**config.mk**
```make
export PLATFORM = sky130hd
export DESIGN_NAME = issue_pair_buffer
export DESIGN_NICKNAME = d
export VERILOG_FILES = /design/src/rtl/riscv_pkg.sv /design/src/rtl/pair_hazard_check.sv /design/src/rtl/issue_pair_buffer.sv
export SDC_FILE = /design/constraint.sdc
export NUM_CORES = 1
export LEC_CHECK = 0
export CAP_MARGIN = 5
export CORE_UTILIZATION = 45
export DETAILED_ROUTE_END_ITERATION = 8
export SYNTH_ARGS = -nofsm -noshare
export SYNTH_HDL_FRONTEND = slang
export SYNTH_SLANG_ARGS = --single-unit
```
**constraint.sdc**
```tcl
create_clock -name clk -period 18.13 [get_ports clk]
set_clock_uncertainty 0.1 [all_clocks]
set_input_delay 3.626 -clock clk [delete_from_list [all_inputs] [get_ports clk]]
set_output_delay 3.626 -clock clk [all_outputs]
set_load 0.01 [all_outputs]
```
**src/rtl/riscv_pkg.sv**
```systemverilog
// riscv_pkg: opcode constants, NOP word and instruction field helpers shared by the decode stage.
package riscv_pkg;
    localparam logic [6:0] OP_RTYPE = 7'b0110011;
    localparam logic [6:0] OP_ITYPE_ALU = 7'b0010011;
    localparam logic [31:0] NOP_INSTR = 32'h00000013;

    function automatic logic [6:0] opcode(input logic [31:0] w);
        return w[6:0];
    endfunction

    function automatic logic [4:0] rd(input logic [31:0] w);
        return w[11:7];
    endfunction

    function automatic logic [4:0] rs1(input logic [31:0] w);
        return w[19:15];
    endfunction

    function automatic logic [4:0] rs2(input logic [31:0] w);
        return w[24:20];
    endfunction

    function automatic logic is_alu(input logic [31:0] w);
        return opcode(w) == OP_RTYPE || opcode(w) == OP_ITYPE_ALU;
    endfunction
endpackage

```
**src/rtl/pair_hazard_check.sv**
```systemverilog
// pair_hazard_check: decides whether two queued words may issue together as an ALU pair.
module pair_hazard_check
    import riscv_pkg::*;
(
    input  logic [31:0] instr_a,
    input  logic [31:0] instr_b,
    output logic        pair_ok
);
    logic [4:0] rd_a;
    logic       b_reads_rd_a;
    assign rd_a = rd(instr_a);
    // x0 as destination never creates a dependence
    assign b_reads_rd_a = rs1(instr_b) == rd_a || (opcode(instr_b) == OP_RTYPE && rs2(instr_b) == rd_a);
    assign pair_ok = is_alu(instr_a) && is_alu(instr_b) &&
                     (rd_a == 5'd0 || (!b_reads_rd_a && rd(instr_b) != rd_a));
endmodule

```
**src/rtl/issue_pair_buffer.sv**
```systemverilog
// issue_pair_buffer: circular fetch queue issuing A/B lane pairs to the dual decoder.
module issue_pair_buffer #(
    parameter int DATA_WIDTH = 32,
    parameter int DEPTH = 8,
    parameter logic [DATA_WIDTH-1:0] NOP_INSTR = riscv_pkg::NOP_INSTR
) (
    input  logic                       clk,
    input  logic                       rst_n,
    input  logic [1:0]                 in_count,
    input  logic [DATA_WIDTH-1:0]      in_instr0,
    input  logic [DATA_WIDTH-1:0]      in_instr1,
    output logic                       in_ready,
    input  logic                       trigger,
    input  logic                       flush,
    output logic [DATA_WIDTH-1:0]      instrA,
    output logic [DATA_WIDTH-1:0]      instrB,
    output logic [1:0]                 issue_valid,
    output logic [$clog2(DEPTH):0]     occupancy
);
    localparam int AW = $clog2(DEPTH);
    localparam int PW = AW + 1;

    logic [DATA_WIDTH-1:0] mem [DEPTH];
    logic [PW-1:0]         rd_ptr, wr_ptr, push_cnt, pop_cnt;
    logic [AW-1:0]         rd_idx, rd_idx1, wr_idx, wr_idx1;
    logic [DATA_WIDTH-1:0] head, head_next;
    logic                  pair_ok;

    assign occupancy = wr_ptr - rd_ptr;
    assign in_ready  = occupancy <= PW'(DEPTH - 2);
    assign rd_idx    = rd_ptr[AW-1:0];
    assign rd_idx1   = rd_idx + AW'(1);
    assign wr_idx    = wr_ptr[AW-1:0];
    assign wr_idx1   = wr_idx + AW'(1);
    assign head      = mem[rd_idx];
    assign head_next = mem[rd_idx1];

    pair_hazard_check u_hazard (
        .instr_a (head[31:0]),
        .instr_b (head_next[31:0]),
        .pair_ok (pair_ok)
    );

    // in_count of 3 is treated as no offer
    always_comb begin
        push_cnt = (!in_ready || flush) ? PW'(0) : in_count == 2'd1 ? PW'(1) : in_count == 2'd2 ? PW'(2) : PW'(0);
        pop_cnt  = (flush || trigger || occupancy == '0) ? PW'(0) :
                   (occupancy >= PW'(2) && pair_ok) ? PW'(2) : PW'(1);
    end

    always_ff @(posedge clk) begin
        if (push_cnt != '0) mem[wr_idx] <= in_instr0;
        if (push_cnt == PW'(2)) mem[wr_idx1] <= in_instr1;
    end

    always_ff @(posedge clk or negedge rst_n) begin
        if (!rst_n) begin
            rd_ptr      <= '0;
            wr_ptr      <= '0;
            instrA      <= NOP_INSTR;
            instrB      <= NOP_INSTR;
            issue_valid <= 2'b00;
        end else if (flush) begin
            rd_ptr      <= wr_ptr;
            instrA      <= NOP_INSTR;
            instrB      <= NOP_INSTR;
            issue_valid <= 2'b00;
        end else begin
            wr_ptr <= wr_ptr + push_cnt;
            rd_ptr <= rd_ptr + pop_cnt;
            if (!trigger) begin
                instrA      <= pop_cnt != '0 ? head : NOP_INSTR;
                instrB      <= pop_cnt == PW'(2) ? head_next : NOP_INSTR;
                issue_valid <= {pop_cnt != '0, pop_cnt == PW'(2)};
            end
        end
    end
endmodule

```
==> summary.md <==
| Metric | Value |
|---|---|
| DR WL/cell | `around 27 um` |
| Core Region | `between 40000 and 50000 um2` |
| FP Rows | `73` |
| Hold Fails Final Rpt | `0` |
| Final net count | `1369` |
| Post-synth EDFFs | `256` |
| P_leak | `7.58 nW` |
| Worst-Margin Slew | `1.12 ns` |
| Synth unique cells | `just over 50` |
| Placed Cells | `1772` |
| Vias in the first global route | `11.4k` |
| Syn. warnings | `0` |
| Critical path fanouts, max | `34` |
| Port bufs | `140` |
| Gr usage total | `24.1%` |
| Final std cells w/o fill | `1838` |
| Startpoint types | `flip-flop` |
| Iteration-0 DRC Markers | `823` |
| Fmax | `136 MHz` |
| Worst path cell trace | `inv_1 > ha_1 > nor2b_1 > o21a_1 > or3_1 > and2_1 > nor2_1 > clkdlybuf4s50_1` |
| Vias per cell | `6.02` |
| Diode count | `0` |
| RSZ-0062 raised after global routing | `no` |
| Worst Setup SP | `rd_ptr[1]$_DFF_PN0_` |
| Clk Latency, worst-skew pair | `between 0.5 and 0.6 ns` |
| Syn nets | `1247` |
| Critical Path RT | `14.40 ns` |
| Synth Area per Inst | `15.8 um2` |
| Vias | `around 11k` |
| Total Wirelength | `48800 um` |
| DRT antenna net count | `0` |
| Asr flop ratio synth | `22.4%` |
| Commonest non-fill, non-tap cell in the layout | `mux2_2` |
| Die footprint | `~42000 um2` |
| Die Span Y | `204 um` |
| Bufs on Longest Clock Path | `3` |
| Post-CTS resize count | `0` |
| Min cycle time layout | `7.35 ns` |
| Layout area overhead | `16.6%` |
| Part of the cycle the worst path needs | `between 40% and 50%` |
| Cell family with the largest share of critical-path delay | `simple AND/OR/NAND/NOR gates` |
| R2R Path Start | `rd_ptr[1]$_DFF_PN0_` |
| Synthesized area | `~18000 um2` |
| Power Density | `150 nW/um2` |
| Hold Startpoint | `instrA[14]$_DFFE_PN0P_` |
| Total CTS buffers | `38` |
| CTS H-Tree Depth | `2` |
| Fillers | `3349` |
| Worst endpoint data arrival time | `approximately 3.6 ns` |
| Setup Fix Bufs, Post-CTS | `0` |
| Initial Utilization | `45.9%` |
| Setup TNS | `0 ns` |
| HP Class | `reg -> reg` |
| Cts hold-fix bufs | `0` |
| Fin. max-slew vios | `0` |
| Gr ovfl total | `0` |
| TritonCTS clock tree | `yes` |
| FF+latch count, synth | `330` |
| Post-synthesis instance total | `1165` |
| Initial DRT Pass Iterations | `5` |
| Largest net degree at the start of global routing | `64` |
| Setup violators final | `0` |
| Root Buffer | `clkbuf_16` |
| Slowest stage cell, crit path | `dfrtp_4` |
| Crit Path Class | `reg -> out` |
| Placer Congestion | `between 0.7 and 0.8` |
| Io pins | `141` |
| Synth Flop Type | `edfxtp_1` |
| Sequential fraction of the synthesis area | `52.0%` |
| Initial antenna violation count | `0` |
| Share of cells above drive strength 1 | `between 30% and 40%` |
| Die W | `slightly above 200 um` |
| Final HPWL DP | `30100 um` |
| Status | `finished, final reports clean` |
| Maxcap violations | `0` |
| Relative slew slack | `between 20 and 30%` |
| First-pass GRT wire length | `73500 um` |
| Remaining DRCs | `0` |
| Bufs and invs on worst path | `2` |
| CTS Sinks | `330` |
| Setup WS pre-CTS | `approximately 11 ns` |
| Final WS setup | `approximately 11 ns` |
| Worst VDD drop | `0.000166 V` |
| Largest stage delay, worst path | `0.87 ns` |
| Endpoint class of the critical path | `output port` |
| Commonest non-fill, non-tap cells in the layout | `mux2_2 (258), edfxtp_1 (256), clkdlybuf4s50_1 (139)` |
| Clk pin slew, worst setup/hold paths | `0.06 ns` |
[kinds of logic after synthesis]
| kind of cell | after synthesis | share of synthesized area, % |
|---|---|---|
| buffers and inverters | 95 | 2.78 |
| multiplexers | 471 | 35.8 |
| XOR/XNOR | 30 | 1.47 |
| AND/OR/NAND/NOR | 138 | 3.85 |
| AO/OA/AOI/OAI | 89 | 3.18 |
| flip-flops | 330 | 52.0 |
| adder cells (fa/ha/maj) | 12 | 0.940 |
[path summary, 6_finish.rpt]
check,endpoint,slack (ns),depth (start not counted)
hold / removal,instrA[14]$_DFFE_PN0P_,0.37,2
min in group asynchronous,wr_ptr[1]$_DFFE_PN0N_,2.90,1
setup reg to reg,rd_ptr[2]$_DFF_PN0_,12.71,14
max in group asynchronous,instrA[15]$_DFFE_PN0P_,13.99,2
setup / recovery,in_ready,10.78,8
hold reg to reg,instrA[14]$_DFFE_PN0P_,0.37,2
[area by class of cell]
type	instances	area (um2)	share of cell area, %
multi-input combinational	740	8460	39.5
clock buffer	51	1030	4.81
inverter	12	45.0	0.210
timing repair buffer	165	1590	7.40
tap	525	657	3.06
sequential	330	9550	44.6
clock inverter	15	97.6	0.455
[state kept, by name, summed over array words and instances (netlist names)]
signal,flops
rd_ptr,4
issue_valid,2
instrA,32
instrB,32
mem,256
wr_ptr,4
[layer usage]
layer / part of all wire [%] / vias up / global-route usage, %
met4: 2.4 / 0 / 7.86
met5: 0 / - / 0
met1: 45 / 5757 / 33.9
met3: 5.4 / 77 / 4.16
met2: 47 / 349 / 38.1
li1: - / 4873 / -
[synth_stat cells (all sizes together) (3+ instances only)]
| cell | number | area share (%) |
|---|---|---|
| mux2 | 258 | 16 |
| edfxtp | 256 | 42 |
| mux4 | 119 | 15 |
| mux2i | 94 | 5.2 |
| nand2 | 71 | 1.5 |
| dfrtp | 68 | 9.3 |
| o21ai | 67 | 2.2 |
| buf | 62 | 2.1 |
| xor2 | 22 | 1.1 |
| clkbuf | 21 | 0.43 |
| inv | 12 | 0.25 |
| nor3 | 10 | 0.33 |
| ha | 9 | 0.61 |
| nand3 | 9 | 0.30 |
| nor2 | 9 | 0.18 |
| a21oi | 8 | 0.22 |
| nor4b | 8 | 0.38 |
| xnor2 | 8 | 0.38 |
| and2 | 7 | 0.24 |
| and3 | 6 | 0.20 |
| dfstp | 6 | 0.86 |
| nand2b | 5 | 0.17 |
| nor3b | 4 | 0.16 |
| o21bai | 4 | 0.16 |
| fa | 3 | 0.33 |
[per-stage QoR]
step                      instance area, um2  util (%)  power (mW)  hold WS, ns
after floorplan                        18400         -        2.05        0.382
after global placement                 20300      50.8        2.51        0.359
after detailed placement               20300      50.8        2.52        0.369
after CTS                              21400      53.6        3.25        0.382
after global routing                   21400      53.6        3.37        0.394
final                                  21400      53.6        3.21        0.374
[tightest hold or removal path, stage by stage, from the launching register on]
cell and delay, ns:
dfrtp_1 0.34, nand2_1 0.05, o21ai_0 0.06
[power by group]
part | internal (mW) | switching (mW) | total, mW
clock network | 0.412 | 0.308 | 0.720
logic | 0.695 | 0.783 | 1.48
registers | 0.927 | 0.0851 | 1.01
total | 2.03 | 1.18 | 3.21
Note: power is estimated with default switching activity, not from simulation.
==> variant, RTL diff (config.mk and constraints unchanged) <==
Reset style: synchronous (`rst_n`), changed in one clocked block.
--- a/src/rtl/issue_pair_buffer.sv
+++ b/src/rtl/issue_pair_buffer.sv
@@ -54,5 +54,5 @@
     end
 
-    always_ff @(posedge clk or negedge rst_n) begin
+    always_ff @(posedge clk) begin
         if (!rst_n) begin
             rd_ptr      <= '0;
Function: differs if rst_n is asserted again (counterexample within 4 cycles, from zero or initial values and one cycle with rst_n low); with rst_n held inactive, the same outputs for 4 cycles.
==> variant against the original RTL <==
- wire length increased by 6.7%
- sequential cell count did not move
- synthesized area increased by 1.3%
- die area grew 1.3%
- register-to-register slack got worse by 0.45 ns
- design area rose by 1.7%
- worst setup slack improved by 0.20 ns
- critical path type unchanged
- critical endpoint is now occupancy[3]
Power is not compared: it rests on default switching activity, and its combinational part moved more than twofold at a synthesized area within 25%.
==> variant: results (changes against the original RTL) <==
Status
  – Outcome: completed (unchanged)

Synthesis
  – List of most frequent post-synthesis cells: mux2_2, edfxtp_1, mux4_2 (unchanged)
  – Ys async rst share: 0% (was 22.4%)
  – Seq/Total Area, Yosys: 49.2% (was 52.0%)
  – Synth Area in Adders: 0.927% (was 0.940%)
  – XOR/XNOR share of the synthesized area: 1.83% (was 1.47%)
  – Post-synthesis mux area share: 36.7% (was 35.8%)
  – Netlist cell types: 57 (was 51)
  – Largest cells by area after synthesis: edfxtp_1, mux2_2, mux4_2 (unchanged)
  – Compound-cell area share of the yosys netlist: 3.88% (was 3.18%)
  – Mapped Cells: 1251 (was 1165)

Place
  – Gpl congestion: 0.827 (was 0.794)
  – Post-DP Area: 20600 um2 (was 20300 um2)
  – Cell total after placement: 1865 (was 1772)
  – Dpl ws: 11.14 ns (was 10.86 ns)

Global routing
  – Initial antenna violation count: 2 (was 0)
  – Met3 global-route usage: 5.19% (was 4.16%)
  – Met1 usage: 34.7% (was 33.9%)
  – Tot GR Track Use: 25.2% (was 24.1%)
  – First-pass GRT wire length: 76.7 mm (was 73.5 mm)

Routing
  – Met3 wire len: 3.20 mm (was 2.64 mm)
  – Met2 wire length: 24.7 mm (was 23.0 mm)
  – Met1 Wirelength: 23.1 mm (was 22.0 mm)
  – Starting DRT DRC Count: 837 (was 823)
  – Vias per cell: 6.01 (was 6.02)
  – Final WL: 52.1 mm (was 48.8 mm)
  – DR vias: 11700 (was 11100)

Setup path
  – Worst R2R End: rd_ptr[3]$_SDFF_PN0_ (was rd_ptr[2]$_DFF_PN0_)
  – Critical Path AT: 3.42 ns (was 3.63 ns)
  – Worst setup startpoint: rd_ptr[1]$_SDFF_PN0_ (was rd_ptr[1]$_DFF_PN0_)
  – RR Startpoint: rd_ptr[0]$_SDFF_PN0_ (was rd_ptr[1]$_DFF_PN0_)
  – Largest stage delay on the critical path: 0.74 ns (was 0.87 ns)
  – R2R setup slack: 12.26 ns (was 12.71 ns)
  – Setup crit end: occupancy[3] (was in_ready)
  – Worst path slowest cell: dfxtp_4 (was dfrtp_4)
  – Largest delay share family, worst path: buffers and inverters (was simple AND/OR/NAND/NOR gates)

Layout
  – Area of the multi-input gates: 9110 um2 (was 8460 um2)
  – Filler instances: 3431 (was 3349)
  – Nets@finish: 1456 (was 1369)
  – Layout cell share with drive strength beyond 1: 37.4% (was 38.2%)

CTS
  – TritonCTS Buffers: 39 (was 38)
  – Setup Buffers After CTS: 0 (unchanged)

Timing
  – Tightest Pin Transition: 0.879 ns (was 1.12 ns)
  – Final hold slack: 0.340 ns (was 0.374 ns)
  – Final Worst Setup Slack: 10.98 ns (was 10.78 ns)

Min path
  – Hold path start: instrB[4]$_SDFFE_PP1N_ (was instrA[14]$_DFFE_PN0P_)
  – Worst hold path depth: 1 (was 2)
  – Hold Crit Endpoint: instrB[4]$_SDFFE_PP1N_ (was instrA[14]$_DFFE_PN0P_)
## variant: cell types whose count changed after synthesis, moves of 7 or more
cell,unedited run,this run
clkbuf_1,21,38
xnor2_1,8,18
o21ai_0,48,20
dfrtp_1,68,0
dfxtp_1,0,74
buf_4,12,3
mux4_1,11,4
a21oi_1,8,31
nand2_1,71,63
buf_2,38,19
buf_1,5,17
nor2_1,9,64
mux4_2,108,130
## variant: report_power, final
group	switching [W]	internal (W)
Clock	0.000314	0.000409
Sequential	0.0000132	0.000831
Combinational	0.000131	0.000122
Total	0.000458	0.00136
## variant: layout make-up
type | count | area share (%)
clock inverters | 21 | 0.494
inverters | 14 | 0.241
multi-input cells | 819 | 41.8
diodes | 1 | 0.0115
flip-flops and latches | 330 | 42.1
clock buffers | 51 | 4.82
well taps | 532 | 3.05
repair buffers | 170 | 7.44
